## src/rtl/fb_scheduler.sv

```systemverilog
// Double-buffered framebuffer port scheduler: scanout > clear > writer on one single-port RAM.
// Scan data returns one cycle after scan_req; writes are stalled (wr_ready=0) by scanout or a pending swap/clear.
module fb_scheduler #(
  parameter int          FB_W      = 320,
  parameter int          FB_H      = 240,
  parameter logic [2:0]  CLR_COLOR = 3'b000
) (
  input  logic        Clk,
  input  logic        Reset,
  input  logic        new_frame,
  input  logic        scan_req,
  input  logic [8:0]  scan_x,
  input  logic [7:0]  scan_y,
  output logic [2:0]  scan_data,
  output logic        scan_valid,
  input  logic        wr_valid,
  output logic        wr_ready,
  input  logic [8:0]  wr_x,
  input  logic [7:0]  wr_y,
  input  logic [2:0]  wr_color,
  input  logic        swap_req,
  input  logic        clear_on_swap,
  output logic        swap_done,
  output logic        busy,
  output logic        front_bank,
  output logic [17:0] mem_addr,
  output logic        mem_we,
  output logic [2:0]  mem_wdata,
  input  logic [2:0]  mem_rdata
);

  localparam int unsigned LP_PIX      = FB_W * FB_H;
  localparam logic [17:0] LP_BANK_OFS = 18'(LP_PIX);
  localparam logic [16:0] LP_LAST     = 17'(LP_PIX - 1);

  typedef enum logic [1:0] {RUN = 2'd0, WAIT_VB = 2'd1, CLEAR = 2'd2} state_t;

  state_t      r_state;
  state_t      w_state_nxt;
  logic        r_front;
  logic        r_nf_q;
  logic        r_clr_flag;
  logic        r_scan_vld;
  logic        r_swap_done;
  logic [16:0] r_clr_cnt;

  logic        w_nf_rise;
  logic        w_commit;
  logic        w_clr_wr;
  logic        w_clr_last;
  logic        w_busy;
  logic        w_wr_rdy;
  logic        w_wr_fire;
  logic        w_wr_inb;
  logic [17:0] w_front_base;
  logic [17:0] w_back_base;
  logic [17:0] w_scan_addr;
  logic [17:0] w_wr_addr;
  logic [17:0] w_clr_addr;
  logic [17:0] w_addr;
  logic        w_we;
  logic [2:0]  w_wdata;

  assign w_nf_rise  = new_frame & ~r_nf_q;
  assign w_clr_last = (r_clr_cnt == LP_LAST);

  always_ff @(posedge Clk) begin
    if (!Reset) r_state <= RUN;
    else        r_state <= w_state_nxt;
  end

  always_comb begin
    w_state_nxt = r_state;
    case (r_state)
      RUN:     if (swap_req)  w_state_nxt = WAIT_VB;
      WAIT_VB: if (w_nf_rise) w_state_nxt = r_clr_flag ? CLEAR : RUN;
      CLEAR:   if (w_clr_wr && w_clr_last) w_state_nxt = RUN;
      default: w_state_nxt = RUN;
    endcase
  end

  // Clear steps only in cycles the scanout leaves the RAM free.
  always_comb begin
    w_busy   = 1'b0;
    w_commit = 1'b0;
    w_clr_wr = 1'b0;
    case (r_state)
      WAIT_VB: begin
        w_busy   = 1'b1;
        w_commit = w_nf_rise;
      end
      CLEAR: begin
        w_busy   = 1'b1;
        w_clr_wr = ~scan_req;
      end
      default: ;
    endcase
  end

  always_ff @(posedge Clk) begin
    if (!Reset) begin
      r_front     <= 1'b0;
      r_nf_q      <= 1'b0;
      r_clr_flag  <= 1'b0;
      r_clr_cnt   <= '0;
      r_scan_vld  <= 1'b0;
      r_swap_done <= 1'b0;
    end else begin
      r_nf_q      <= new_frame;
      r_scan_vld  <= scan_req;
      r_swap_done <= w_commit;
      if (w_commit) r_front <= ~r_front;
      if (r_state == RUN && swap_req) r_clr_flag <= clear_on_swap;
      if (w_clr_wr) r_clr_cnt <= w_clr_last ? '0 : r_clr_cnt + 17'd1;
    end
  end

  assign w_front_base = r_front ? LP_BANK_OFS : 18'd0;
  assign w_back_base  = r_front ? 18'd0 : LP_BANK_OFS;
  assign w_scan_addr  = w_front_base + 18'(scan_y) * 18'(FB_W) + 18'(scan_x);
  assign w_wr_addr    = w_back_base + 18'(wr_y) * 18'(FB_W) + 18'(wr_x);
  assign w_clr_addr   = w_back_base + 18'(r_clr_cnt);

  assign w_wr_rdy  = (r_state == RUN) & Reset & ~scan_req;
  assign w_wr_fire = wr_valid & w_wr_rdy;
  assign w_wr_inb  = (32'(wr_x) < FB_W) && (32'(wr_y) < FB_H);

  always_comb begin
    w_addr  = w_wr_addr;
    w_we    = 1'b0;
    w_wdata = wr_color;
    if (scan_req) begin
      w_addr = w_scan_addr;
    end else if (w_clr_wr) begin
      w_addr  = w_clr_addr;
      w_we    = 1'b1;
      w_wdata = CLR_COLOR;
    end else if (w_wr_fire) begin
      w_we = w_wr_inb;
    end
  end

  assign mem_addr   = w_addr;
  assign mem_we     = w_we & Reset;
  assign mem_wdata  = w_wdata;
  assign wr_ready   = w_wr_rdy;
  assign scan_valid = r_scan_vld & Reset;
  assign scan_data  = scan_valid ? mem_rdata : 3'd0;
  assign swap_done  = r_swap_done & Reset;
  assign busy       = w_busy & Reset;
  assign front_bank = r_front & Reset;

endmodule

```

## config.mk

```make
export PLATFORM = sky130hd
export DESIGN_NAME = fb_scheduler
export DESIGN_NICKNAME = d
export VERILOG_FILES = /design/src/rtl/fb_scheduler.sv
export SDC_FILE = /design/constraint.sdc
export NUM_CORES = 1
export LEC_CHECK = 0
export CORE_MARGIN = 1
export CORE_UTILIZATION = 56
export CTS_BUF_LIST = sky130_fd_sc_hd__clkbuf_8
export DETAILED_ROUTE_END_ITERATION = 8
export PLACE_DENSITY = 0.95
export SETUP_SLACK_MARGIN = 0.4
export SYNTH_ARGS = -nofsm -noshare
export SYNTH_HDL_FRONTEND = slang
export SYNTH_SLANG_ARGS = --single-unit
```

## constraint.sdc

```tcl
create_clock -name Clk -period 7.5 [get_ports Clk]
set_clock_uncertainty 0.2 [all_clocks]
set_input_delay 1.5 -clock Clk [delete_from_list [all_inputs] [get_ports Clk]]
set_output_delay 1.5 -clock Clk [all_outputs]
set_load 0.02 [all_outputs]
```

==> flow_summary_export.csv <==
group,metric,value,unit
worst_setup_path,critPathRequiredTime,5800,ps
clocking,clockBufferDepth,2,
finish,drive_above_1_share,4.39,%
worst_setup_path,critical_path_class,"in -> out",
worst_setup_path,cp-start-kind,"primary input",
timing,drv_slew,0,
yosys,syn_inst,386,
worst_setup_path,slowest_stage,"clkdlybuf4s50_1",
routing,first_pass_iters,4,
die,coreArea,5240,um^2
yosys,synth-seq-area-share,15.3,%
die,dieArea,5900,um^2
pwr,p_total,561,uW
timing,maxSlewHeadroom,36.8,%
timing,rsz0062_at_grt,"yes",
die,die_x,76.8,um
grt,grt_pass1_vias,3123,
routing,vias_per_cell,5.94,
routing,antenna_left,0,
routing,vias,3122,
yosys,yosysWarnings,0,
clocking,cts_tree,"yes",
yosys,avgSynthCellArea,8.12,um^2
timing,finalSetupViolCount,0,
grt,grt_start_max_net_pins,28,
routing,topRoutingLayerUsed,"met4",
die,initial_core_util,59.9,%
finish,fillers,381,
yosys,yosysMostFrequentCell,"ha_1",
yosys,ys_ff_latch,24,
run,maxCapViolations,0,
clocking,clk_pin_slew,80,ps
place,place.gp.congestion,0.896,
yosys,synth_nets,484,
pwr,max-vdd-ir-drop,0.106,mV
worst_setup_path,regToRegSetupSlack,4420,ps
finish,stdcell_count,526,
run_status,status,"completed",
place,preCtsSetupSlack,330,ps
worst_setup_path,critPathMaxFanout,5,
finish,diodes,0,
finish,area_delta_synth_final,27.6,%
worst_setup_path,worstRegToRegCells,7,
grt,antenna_found_initial,0,
worst_setup_path,r2r_start,"r_state[0]",
pwr,power_leakage,0.00168,uW
yosys,synth.top_cell.area_share,18.4,%
grt,track_usage,28.5,%
yosys,synth-edff-count,0,
clocking,cts.sink_count,24,
grt,grt_overflow_total,0,
routing,routed_wl,8.12,mm
hold_path,hold_end,"r_clr_flag",
timing,fmax,0.144,GHz
die,rows,26,
hold_path,min_from,"r_clr_flag",
timing,worst_slew_pin_slew,945,ps
die,fp.dieH,76.8,um
yosys,async_reset_ff_share,0,%
worst_setup_path,cp_top_family,"adder cells",
yosys,ys.flop_type,"dfxtp_1",
hold_path,hp-class,"reg -> reg",
yosys,synthTopCellsByCount,"ha_1, nor2_1, nand2_1",
place,portBuffers,76,
yosys,yosysTopAreaCell,"ha_1",
worst_setup_path,path_cells,"clkdlybuf4s50_1 > ha_1 > ha_1 > fa_1 > xor2_1 > ha_1 > and4_4 > a2111oi_4 > nor4_1 > o211a_1 > a311o_1 > a22o_1 > dlygate4sd2_1",
timing,finalCriticalPeriod,6930,ps
routing,wl_met2,4.01,mm
timing,hold-worst-slack,291,ps
routing,drc,0,
place,dpl.cell_count,522,
yosys,synth_area,3140,um^2
routing,wl_met3,458,um
die,ios,77,
worst_setup_path,critPathMostFrequentCell,"ha_1",
clocking,cts-buffers-inserted,3,
worst_setup_path,critPathMaxStageDelay,470,ps
worst_setup_path,endpoint_kind,"output port",
finish,seqCellArea,480,um^2
yosys,synth_area_leaders,"ha_1, dfxtp_1, xnor2_1",
routing,drt_iter0_markers,149,
worst_setup_path,worst-path-buf-inv,2,
hold_path,hold-path-cell-count,2,
routing,avgRoutedWirePerCell,15.4,um
finish,layout.nets,555,
pwr,powerDensity,140,nW/um^2
grt,grt_pass1_wl,13.8,mm
worst_setup_path,arrival,5230,ps
worst_setup_path,reg2reg_to,"r_clr_cnt[15]",
routing,wl_met1,3.47,mm
timing,hold_viol,0,
clocking,htreeDepth,1,
clocking,clk_latency,260,ps
timing,timing.final.ws_setup,566,ps
place,hpwl,6.50,mm
yosys,synth_cell_types,63,
timing,final.setup.tns,0,ps
finish,multiInputGateArea,2520,um^2
clocking,cts-root-buf,"clkbuf_8",
timing,finalCritPeriodShare,92.5,%
layer usage:
| metal | up-vias | track usage (%) |
|---|---|---|
| met2 | 116 | 51.4 |
| met3 | 20 | 4.52 |
| met1 | 1434 | 33.5 |
| met5 | - | 0 |
| li1 | 1552 | - |
| met4 | 0 | 10.8 |
sequential cells by signal (all words and copies together), names as in the netlist:
signal and cells:
r_front 1, r_state 2, r_clr_flag 1, r_swap_done 1
r_nf_q 1, r_scan_vld 1, r_clr_cnt 17
report_power, final:
part	switching, uW	internal (uW)	total [uW]
sequential	1.82	130	131
clock	39.7	46.8	86.5
combinational	181	163	343
cells by family (layout without fill, tap and decap cells):
| logic type | after synthesis | count (layout) | synth area share [%] |
|---|---|---|---|
| buffers and inverters | 34 | 104 | 4.99 |
| XOR/XNOR | 37 | 37 | 10.3 |
| adder cells (fa/ha/maj) | 51 | 51 | 21.5 |
| AO/OA/AOI/OAI | 86 | 86 | 20.2 |
| multiplexers | 14 | 14 | 4.47 |
| AND/OR/NAND/NOR | 140 | 140 | 23.1 |
| flip-flops | 24 | 24 | 15.3 |
through the flow:
stage          cell area, um^2  utilization, %
3_3_place_gp              3920            74.9
6_report                  4000            76.4
3_5_place_dp              3920            74.9
5_1_grt                   4000            76.4
2_1_floorplan             3140               -
4_1_cts                   3990            76.1
worst reg2reg max path, delay by kind of cell (launching register included):
kind | cells | cell delay (ps)
xor+xnor | 1 | 170
flops | 1 | 330
fa+ha+maj | 1 | 760
buf+inv | 1 | 90
simple gates | 4 | 1400
worst max path at each step:
| stage | startpoint | to | slack (ps) | cells after the start |
|---|---|---|---|---|
| 2_1_floorplan | wr_y[1] | mem_addr[15] | 1520 | 11 |
| 3_3_place_gp | wr_y[1] | mem_addr[15] | 410 | 13 |
| 3_5_place_dp | wr_y[1] | mem_addr[15] | 330 | 13 |
| 4_1_cts | wr_y[1] | mem_addr[16] | 410 | 13 |
| 5_1_grt | wr_y[1] | mem_addr[15] | 390 | 13 |
| 6_report | wr_y[1] | mem_addr[17] | 570 | 13 |
placed cells by master (no fill, tap or decap), types with 4 or more instances in the layout:
cell type	netlist	routed
nor3_1	7	7
dfxtp_1	24	24
a21oi_1	18	18
nor2b_1	5	5
a21o_1	6	6
ha_1	46	46
nand4_1	7	7
fa_1	5	5
a31oi_1	7	7
nor2_1	37	37
and3_1	5	5
xor2_1	16	16
clkbuf_8	2	4
o21ai_0	17	17
xnor2_1	21	21
nand3_1	11	11
and2_1	11	11
nand2_1	30	30
clkdlybuf4s50_1	0	71
inv_1	21	21
mux2i_1	14	14
repair_timing:
action | 4_1_cts | 5_1_grt
gates resized for setup | 3 | 4
hold buffers | 0 | 0
setup endpoints to repair | 3 | 3
setup buffers | 0 | 0
hold endpoints to repair | 0 | 0
layout make-up:
| type | instances | share of cell area, % |
|---|---|---|
| multi-input combinational | 328 | 62.9 |
| timing repair buffer | 77 | 19.3 |
| sequential | 24 | 12.0 |
| tap | 70 | 2.19 |
| inverter | 23 | 2.16 |
| clock buffer | 4 | 1.38 |
(Power assumes the default switching activity.)
==> edit, RTL diff (config.mk and constraints unchanged) <==
Make the reset (`Reset`) asynchronous in 2 clocked blocks.
--- a/src/rtl/fb_scheduler.sv
+++ b/src/rtl/fb_scheduler.sv
@@ -64,7 +64,7 @@
   assign w_nf_rise  = new_frame & ~r_nf_q;
   assign w_clr_last = (r_clr_cnt == LP_LAST);
 
-  always_ff @(posedge Clk) begin
+  always_ff @(posedge Clk or negedge Reset) begin
     if (!Reset) r_state <= RUN;
     else        r_state <= w_state_nxt;
   end
@@ -97,7 +97,7 @@
     endcase
   end
 
-  always_ff @(posedge Clk) begin
+  always_ff @(posedge Clk or negedge Reset) begin
     if (!Reset) begin
       r_front     <= 1'b0;
       r_nf_q      <= 1'b0;
Check against the original RTL: differs if Reset is asserted again (counterexample within 4 cycles, from zero or initial values and one cycle with Reset low); with Reset held inactive, the same outputs for 10 cycles.
==> edit against the unedited design <==
  * Fmax grew 0.52%
  * Count of clock-buffer cells in the layout decreased by 1
  * Global-route usage is 0.88 points higher
  * Power is 2.9% lower
  * Via count fell by 4.6%
  * Final area is 2.0% lower
  * Sequential cell count did not move
  * Area after synthesis fell by 2.7%
  * Register-to-register slack got worse by 0.17 ns
  * Setup slack better by 0.036 ns
  * Routed wire length shrank 3.3%
  * Core utilization shrank 0.56 points
  * Largest power group unchanged
==> edit: results (changes against the unedited design) <==
stage	metric	value	unit	change
grt	initial antenna violation count	0		unchanged
routing	top sig layer	met4		
die	Die X	75.8	microns	-1.3%
routing	Detail Route met2 WL	3.99	mm	-0.50%
worst_setup_path	CP Max Fanout	5		unchanged
placed_design	hpwl dp	6.33	mm	-2.6%
placed_design	PortBufs	76		unchanged
synth	Distinct cells, synth	54		-14%
worst_setup_path	Arrival @ worst endpoint	5.20	ns	-0.03 ns
worst_setup_path	slowest CP cell	clkdlybuf4s50_1		
synth	Syn Nets	465		-3.9%
power_and_ir_drop	P_leak	0.00174	uW	+3.8%
clock_tree	clk slew on worst S/H paths	0.08	ns	about the same
power_and_ir_drop	peak supply drop	0.125	mV	+17%
routing	Detail Route met3 WL	351	microns	-23%
clock_tree	later-pin clock latency in the skew report	0.27	ns	
placed_design	gpl congestion	0.895		-0.15%
synth	Async SR Flop Fraction	100	%	+100 points
grt	grt ovf	0		unchanged
synth	ys flop type	dfrtp_1		
synth	warnings from Yosys	0		unchanged
clock_tree	Root Driver	clkbuf_8		
worst_setup_path	CP delay by family, top	adder cells		
finish	fill count	365		-4.2%
sta	slew margin rel.	36.0	%	-0.85 points
routing	DR vias/cell	5.86		-1.3%
clock_tree	H-tree levels	1		unchanged
clock_tree	CTS Buffer Depth	2		unchanged
synth	top post-synthesis cells by area	dfrtp_1, ha_1, xnor2_1		
grt	largest net degree at the start of global routing	34		+21%
routing	DR pass1 iterations	4		unchanged
job	# Max-Cap Violations	0		unchanged
finish	top flop regs	r_clr_cnt: 17 flops, r_state: 2 flops		
routing	Met1 Wirelength	3.30	mm	-4.9%
routing	DR iter-0 viols	184		+23%
finish	number of diodes	0		unchanged
synth	sequential fraction of the synthesis area	19.7	%	+4.4 points
run_status	status	finished clean		
worst_setup_path	CP peak stage delay	0.54	ns	+0.07 ns
grt	vias in the first global route	3118		-0.16%
synth	commonest cells in the netlist	ha_1, nand2_1, nor2_1		
grt	first-pass GRT wire length	13.0	mm	-6.1%
hold_path	HP Class	register to register		
routing	WL/cell	15.5	microns	+0.18%
finish	nets	538		-3.1%
grt	gr usage total	29.4	%	+0.88 points
clock_tree	CTS buffer count	3		unchanged
finish	share of cells above drive strength 1	4.79	%	+0.41 points
edit: cell type report:
type,instances,area share [%]
inverters,16,1.53
flip-flops and latches,24,15.3
multi-input cells,317,60.1
well taps,70,2.23
repair buffers,78,19.8
clock buffers,3,1.05
edit: worst register-to-register path, delay by kind of cell, from the launching register on:
kind | cells | cell delay [ns]
and+or+nand+nor | 4 | 1.21
adders and majority gates | 1 | 0.79
DFF | 1 | 0.41
AOI/OAI and AO/OA | 2 | 0.30
muxes | 1 | 0.19
buffers and inverters | 1 | 0.09
edit: repair_timing:
action                                 4_1_cts  5_1_grt
endpoints found under the hold margin        0        0
gates resized for setup                      0        2
setup buffers                                0        0
setup endpoints to repair                    0        1
edit: power breakdown:
part	switching [uW]	leakage, uW	internal [uW]
Sequential	17.0	0.000311	142
Combinational	159	0.00141	148
Clock	42.0	0.0000216	36.0
Total	218	0.00174	327
edit: logic make-up after synthesis:
family,Yosys count,synth area share [%]
fa+ha+maj,51,22.1
buf+inv,26,3.24
mux,10,3.32
xor+xnor,41,12.0
simple gates,125,20.2
flops,24,19.7
compound gates,90,19.4
edit: metrics by stage:
stage,worst slack (ns),instance area [sq um],power (uW),util (%),cells
6_report,0.602,3920,545,75.8,508
3_3_place_gp,0.707,3870,451,74.9,505
4_1_cts,0.537,3920,541,75.7,508
5_1_grt,0.416,3920,579,75.8,508
2_1_floorplan,1.76,3050,352,-,367
3_5_place_dp,0.549,3870,463,74.9,505
edit: path summary, 6_finish.rpt:
check | start | end | slack, ns | cells past startpoint
worst max-delay path | wr_y[1] | mem_addr[16] | 0.60 | 13
worst min-delay path | r_nf_q | r_swap_done | 0.27 | 1
min in group asynchronous | Reset | r_clr_cnt[5] | 1.41 | 2
worst max register to register | r_state[0] | r_state[1] | 4.25 | 9
worst min register to register | r_nf_q | r_swap_done | 0.27 | 1
max in group asynchronous | Reset | r_state[1] | 5.42 | 2
edit: metal layers:
metal,up-vias,GRT usage [%]
met5,-,0
met4,0,13.4
met3,23,3.04
met2,111,54.1
met1,1388,34.1
li1,1455,-
